==> src/rtl/adder_operand_sequencer.sv <==
// adder_operand_sequencer
// Wrapper stage around the registered carry-lookahead adder. Operands A and B
// arrive as narrow beats (least-significant first) and are assembled onto the
// adder inputs. The sequencer then waits out the adder's register latency,
// captures sum/carry into a result register, and holds it until the consumer
// takes it. One addition is in flight at a time.
// Optional feature: define ADDER_SIGNED_OVF_EN to add the res_ovf output
// (two's-complement overflow of the captured result).

module adder_operand_sequencer #(
  parameter int W     = 64,
  parameter int BUS_W = 16,
  parameter int LAT   = 2
) (
  input  logic             clk,
  input  logic             rst_n,
  input  logic [BUS_W-1:0] in_data,
  input  logic             in_valid,
  output logic             in_ready,
  output logic [W-1:0]     add_a,
  output logic [W-1:0]     add_b,
  input  logic [W-1:0]     add_sum,
  input  logic             add_carry,
  output logic [W-1:0]     res_sum,
  output logic             res_carry,
`ifdef ADDER_SIGNED_OVF_EN
  output logic             res_ovf,
`endif
  output logic             res_valid,
  input  logic             res_ready,
  output logic             busy
);

  localparam int NB = W / BUS_W;
  localparam int BW = (NB > 1) ? $clog2(NB) : 1;
  localparam int CW = (LAT < 1) ? 1 : $clog2(LAT + 1);

  typedef enum logic [1:0] {
    ST_LOAD_A,
    ST_LOAD_B,
    ST_WAIT,
    ST_HOLD
  } state_t;

  state_t          state;
  state_t          state_next;
  logic [BW-1:0]   beat_cnt;
  logic [CW-1:0]   wait_cnt;
  logic            beat_fire;
  logic            last_beat;
  logic            wait_done;

  assign beat_fire = in_valid && in_ready;
  assign last_beat = (beat_cnt == BW'(NB - 1));
  assign wait_done = (wait_cnt == CW'(LAT));

  // State register; busy is registered alongside so it changes with the state.
  always_ff @(posedge clk or negedge rst_n) begin
    if (!rst_n) begin
      state <= ST_LOAD_A;
      busy  <= 1'b0;
    end else begin
      state <= state_next;
      busy  <= (state_next == ST_WAIT) || (state_next == ST_HOLD);
    end
  end

  // Next-state: load A, load B, wait for the adder, then hold until taken.
  always_comb begin
    state_next = state;
    case (state)
      ST_LOAD_A: if (beat_fire && last_beat) state_next = ST_LOAD_B;
      ST_LOAD_B: if (beat_fire && last_beat) state_next = ST_WAIT;
      ST_WAIT:   if (wait_done)              state_next = ST_HOLD;
      ST_HOLD:   if (res_ready)              state_next = ST_LOAD_A;
      default:                               state_next = ST_LOAD_A;
    endcase
  end

  // Beats are accepted only while loading, and never while reset is asserted.
  always_comb begin
    in_ready = 1'b0;
    if (rst_n && ((state == ST_LOAD_A) || (state == ST_LOAD_B))) begin
      in_ready = 1'b1;
    end
  end

  // Beat counter selects the operand slice; it wraps after each full operand.
  always_ff @(posedge clk or negedge rst_n) begin
    if (!rst_n) begin
      beat_cnt <= '0;
    end else if (beat_fire) begin
      beat_cnt <= last_beat ? '0 : beat_cnt + 1'b1;
    end
  end

  // Wait counter runs only in WAIT, so it always enters WAIT at zero.
  always_ff @(posedge clk or negedge rst_n) begin
    if (!rst_n) begin
      wait_cnt <= '0;
    end else if (state == ST_WAIT) begin
      wait_cnt <= wait_cnt + 1'b1;
    end else begin
      wait_cnt <= '0;
    end
  end

  // Operand registers are written one slice per beat and otherwise held.
  always_ff @(posedge clk or negedge rst_n) begin
    if (!rst_n) begin
      add_a <= '0;
      add_b <= '0;
    end else if (beat_fire) begin
      if (state == ST_LOAD_A) begin
        add_a[beat_cnt*BUS_W +: BUS_W] <= in_data;
      end else begin
        add_b[beat_cnt*BUS_W +: BUS_W] <= in_data;
      end
    end
  end

  // Result register: capture once the adder output has settled, drop on handshake.
  always_ff @(posedge clk or negedge rst_n) begin
    if (!rst_n) begin
      res_sum   <= '0;
      res_carry <= 1'b0;
      res_valid <= 1'b0;
`ifdef ADDER_SIGNED_OVF_EN
      res_ovf   <= 1'b0;
`endif
    end else if ((state == ST_WAIT) && wait_done) begin
      res_sum   <= add_sum;
      res_carry <= add_carry;
      res_valid <= 1'b1;
`ifdef ADDER_SIGNED_OVF_EN
      res_ovf   <= (add_a[W-1] == add_b[W-1]) && (add_sum[W-1] != add_a[W-1]);
`endif
    end else if ((state == ST_HOLD) && res_ready) begin
      res_valid <= 1'b0;
    end
  end

endmodule

==> config.mk <==
export PLATFORM = sky130hd
export DESIGN_NAME = adder_operand_sequencer
export DESIGN_NICKNAME = d
export VERILOG_FILES = /design/src/rtl/adder_operand_sequencer.sv
export SDC_FILE = /design/constraint.sdc
export NUM_CORES = 1
export LEC_CHECK = 0
export ABC_AREA = 1
export CAP_MARGIN = 10
export CORE_ASPECT_RATIO = 1.2
export CORE_MARGIN = 2
export CORE_UTILIZATION = 57
export DETAILED_ROUTE_END_ITERATION = 6
export DONT_BUFFER_PORTS = 1
export GPL_TIMING_DRIVEN = 1
export PLACE_DENSITY_LB_ADDON = 0.12
export SLEW_MARGIN = 5
export SYNTH_ARGS = -nofsm -noshare
export SYNTH_HDL_FRONTEND = slang
export SYNTH_SLANG_ARGS = --single-unit
==> constraint.sdc <==
create_clock -name clk -period 2.15 [get_ports clk]
set_input_delay 0.43 -clock clk [delete_from_list [all_inputs] [get_ports clk]]
set_output_delay 0.43 -clock clk [all_outputs]
set_load 0.01 [all_outputs]
# Word-level counts from Yosys, hierarchy flattened
# Cells that the tools add are included.
# totals
latch_bits	0
out_inout_bits	196
input_bits	85
register_bits	201
mem_bits_ro	0
ram_bits	0
word_cells	45
mem_count	0
# classes
n_shift	2
n_eq_ne	7
div	0
n_reduce_logical	11
n_lt_le_gt_ge	0
muxes	12
n_bitwise	1
n_mul	0
add_sub_neg	3
# ops
operator	count
$bwmux 64	2
$shift 16x34->64 const A	1
$shiftx 16x34->64	1
$neg 6->34	1
$eq 2x2->1 const B	6
$mux 2	6
$pmux 2 s4	1
$logic_and 1x1->1	5
$add 2x1->2 const B	2
$reduce_and 2->1	2
$mux 1	3
$eq 2x1->1 const B	1
$logic_not 2->1	1
$logic_or 1x1->1	2
$reduce_bool 2->1	1
$not 1->1	1

# Logic depth before layout (Yosys ltp)
# depth
depth_word	10
mapped_depth	11

# Least setup slack after synthesis
# Ideal clock, no wire load.
# synth_timing
path_kind	register to register
from	reg beat_cnt[0]
to	reg add_a[10]
path_stages_with_launch	12
arrival_ns	1.901
required_time_ns	2.033
path_buffers	4
slack_ns	0.132
path_cell_list	dfrtp_1 buf_2 inv_2 buf_2 ha_1 clkbuf_1 inv_2 nand2_1 buf_2 nor2_1 nand2_1 nand2_1
# synth_between
elab_chain_cells	3
# synth_rtl
item	line	text
from (decl)	47	logic [BW-1:0] beat_cnt;
from (signal assigned)	93	beat_cnt <= last_beat ? '0 : beat_cnt + 1'b1;
$neg 6->34 (*)	115	add_a[beat_cnt*BUS_W +: BUS_W] <= in_data;
$shiftx 16x34->64 / $shift 16x34->64 (equally long branches)	115	
$bwmux 64 (*)	115	
to (signal, indexed assignment)	115	
to (decl)	20	output logic [W-1:0] add_a,
# Every way passes the cells marked *; elsewhere a longest branch is shown, timed or not.
# A chain may end at the register's enable or synchronous reset.

# Final worst setup path
# layout_timing
from	reg beat_cnt[1]
to	reg add_b[0]
# layout_between
elab_chain_cells	3
# layout_rtl
item	line	text
$neg 6->34 (*)	117	add_b[beat_cnt*BUS_W +: BUS_W] <= in_data;
$shiftx 16x34->64 / $shift 16x34->64 (equally long branches)	117	
$bwmux 64 (*)	117	
to (signal, indexed assignment)	117	
to (decl)	21	output logic [W-1:0] add_b,
# Marks and branches as above.

==> flow_summary.yaml <==
route:
  postRouteAntennaNets: 0
  wire_per_inst_um: 18.5
  dr_wl_met3_um: 2390
  met2WireLength_um: 10600
  drt_first_pass_iters: 5
  vias: 6218
  drc: 0
  highest_layer: "met4"
  drt-met1-wl_um: 8330
  initialDrtViolationCount: 590
  routed_wirelength_um: 21700
  routed_via_density: 5.28
synth:
  ys_ff_latch: 200
  synth.distinct_cells: 22
  yosysWarningCount: 0
  ys_seq_area_share_pct: 58.8
  yosys-top-cells-area: "dfrtp_1, nand2_1, nand3_1"
  synth.most_common_cell: "nand2_1"
  post-synth-top-area-cell: "dfrtp_1"
  synth_commonest_cells: "nand2_1, dfrtp_1, nand3_1, nor2_1, inv_1"
  syn_inst: 985
  netlist_area_sq_um: 8510
  synth_fp_nets: 1076
  synthArstFlopShare_pct: 100
  synth_ff_type: "dfrtp_1"
  synth_top_area_share_pct: 58.8
  synth.avg_cell_area_sq_um: 8.64
  synth_edf_count: 0
sta:
  fmax_mhz: 521
  relSlewSlack_pct: 61.9
  worst_pin_slew_ns: 0.571
  setup_viol: 0
  worst_slack_ns: 0.230
  finalHoldViolations: 200
  period_minus_slack_ns: 1.92
  finalSetupTns_ns: 0
  finalMaxSlewViolations: 0
  hold_ws_ns: -0.311
  rsz0062_at_grt: "false"
  fin_crit_sh_pct: 89.3
  fin_worst_skew_ns: 0.00886
clocking:
  h-tree-depth: 4
  cts_buffers: 17
  clk_path_buf_depth: 2
  cts_setup_buffers: 0
  cts_resized: 0
  ctsRootBufferMaster: "clkbuf_16"
  cts_tree: "built"
  insertion_delay_ns: 0.43
  cts.sinks: 200
  clk_pin_slew_worst_paths_ns: 0.07
power:
  combPwrFrac_pct: 21.6
  pwr-share-clk_pct: 29.1
  p_per_area_nw_per_um2: 1220
  p_leak_nw: 5.08
  ir_worst_vdd_uv: 680
  switching_share_pct: 37.0
  p_int_mw: 7.09
  p_seq_share_pct: 49.3
  power_mw: 11.3
  p_switching_mw: 4.16
floorplanning:
  io_pins: 281
  die_area_sq_um: 15900
  start_util_pct: 58.8
  coreArea_sq_um: 14500
  die_x_um: 116
  die_h_um: 138
  fp-row-count: 48
placed_design:
  placedCellCount: 1147
  dp_hpwl_um: 15600
  dp_worst_setup_slack_ns: 0.255
  io_buffers: 0
  gp_congestion: 0.847
layout:
  diodes: 0
  instances_no_fill: 1178
  drive_above_1_share_pct: 6.75
  area_growth_pct: 8.25
  layout.nets: 1057
run:
  drv_cap: 0
worst_setup_path:
  critPathKind: "flip-flop to flip-flop"
  rr_worst_depth: 7
  critPathMaxFanout: 16
  worstPathRequired_ns: 2.46
  worstSetupStartpointType: "flip-flop"
  cp.arrival_ns: 2.23
  worstSetupEndpointType: "flip-flop"
status:
  status: "complete, but fails checks"
  violations: "hold timing"
global_routing:
  grt_start_max_net_pins: 205
  antenna_found_initial: 0
  grt_pass1_wl_um: 32900
  grt_usage_pct: 27.4
  grt_pass1_vias: 5778
  overflow: 0
min_path:
  hp-class: "input pin to asynchronous set/reset pin"
[state kept, by name, indices dropped and copies added (netlist names)]
name and flops:
beat_cnt 2, busy 1, res_carry 1, state 1, add_b 64, wait_cnt 2, res_valid 1, add_a 64
res_sum 64
[layout by cell type, fill, tap and decap left out, drive strengths merged]
cell      count
clkinvlp      1
nand2       406
a21oi         2
clkbuf       20
buf          16
inv          79
nand3        88
nand4        11
bufinv        3
nor2         74
o21ai        68
dfrtp       200
ha            6
clkinv        4
[layer usage]
metal  vias to the layer above  track usage (%)
met1                      2896             33.8
met3                        27             11.5
met5                         -                0
met2                       271             43.6
li1                       3024                -
met4                         0             9.44
[path summary, 6_finish.rpt]
kind                                              start                      to  slack [ns]
worst min-delay path                              rst_n   add_b[59]$_DFFE_PN0P_       -0.31
worst max-delay path            beat_cnt[1]$_DFFE_PN0N_    add_b[0]$_DFFE_PN0P_        0.23
worst min register to register    wait_cnt[0]$_DFF_PN0_   wait_cnt[0]$_DFF_PN0_        0.43
worst max register to register  beat_cnt[1]$_DFFE_PN0N_    add_b[0]$_DFFE_PN0P_        0.23
max in group asynchronous                         rst_n   add_a[54]$_DFFE_PN0P_        2.14
min in group clk                             add_sum[8]  res_sum[8]$_DFFE_PN0P_        0.13
[metrics by stage]
step           cell area (sq um)  util [%]
6_report                    9210      63.6
3_5_place_dp                8610      59.5
5_1_grt                     9210      63.6
2_1_floorplan               8510         -
3_3_place_gp                8610      59.5
4_1_cts                     9210      63.6
[critical path, cell delays in order (launching register included)]
cell     delay [ns]
dfrtp_1        0.42
inv_1          0.08
ha_1           0.47
inv_2          0.06
nand2_1        0.43
nor2_1         0.16
nand2_1        0.12
nand2_1        0.06
[cell type report]
class / instances / area, sq um
Clock buffer: 20 / 457
Multi-Input combinational cell: 655 / 2910
Clock inverter: 11 / 144
Tap cell: 200 / 250
Timing Repair Buffer: 16 / 158
Sequential cell: 200 / 5000
Inverter: 76 / 288
Fill cell: 1225 / 5260
[kinds of logic (layout without fill, tap and decap cells)]
family	Yosys count	in the layout	share of synthesized area [%]
buffers and inverters	130	123	7.13
adder cells (fa/ha/maj)	6	6	0.882
AO/OA/AOI/OAI	70	70	4.12
AND/OR/NAND/NOR	579	579	29.1
flip-flops	200	200	58.8
[power by group through the flow]
stage	clock network (mW)	logic [mW]	registers (mW)
after global routing	3.46	2.73	5.63
after global placement	0	2.37	5.62
after detailed placement	0	2.42	5.63
after CTS	3.32	2.43	5.57
after floorplan	0	1.89	5.32
final	3.27	2.43	5.55
Power figures use the tool's default switching activity.
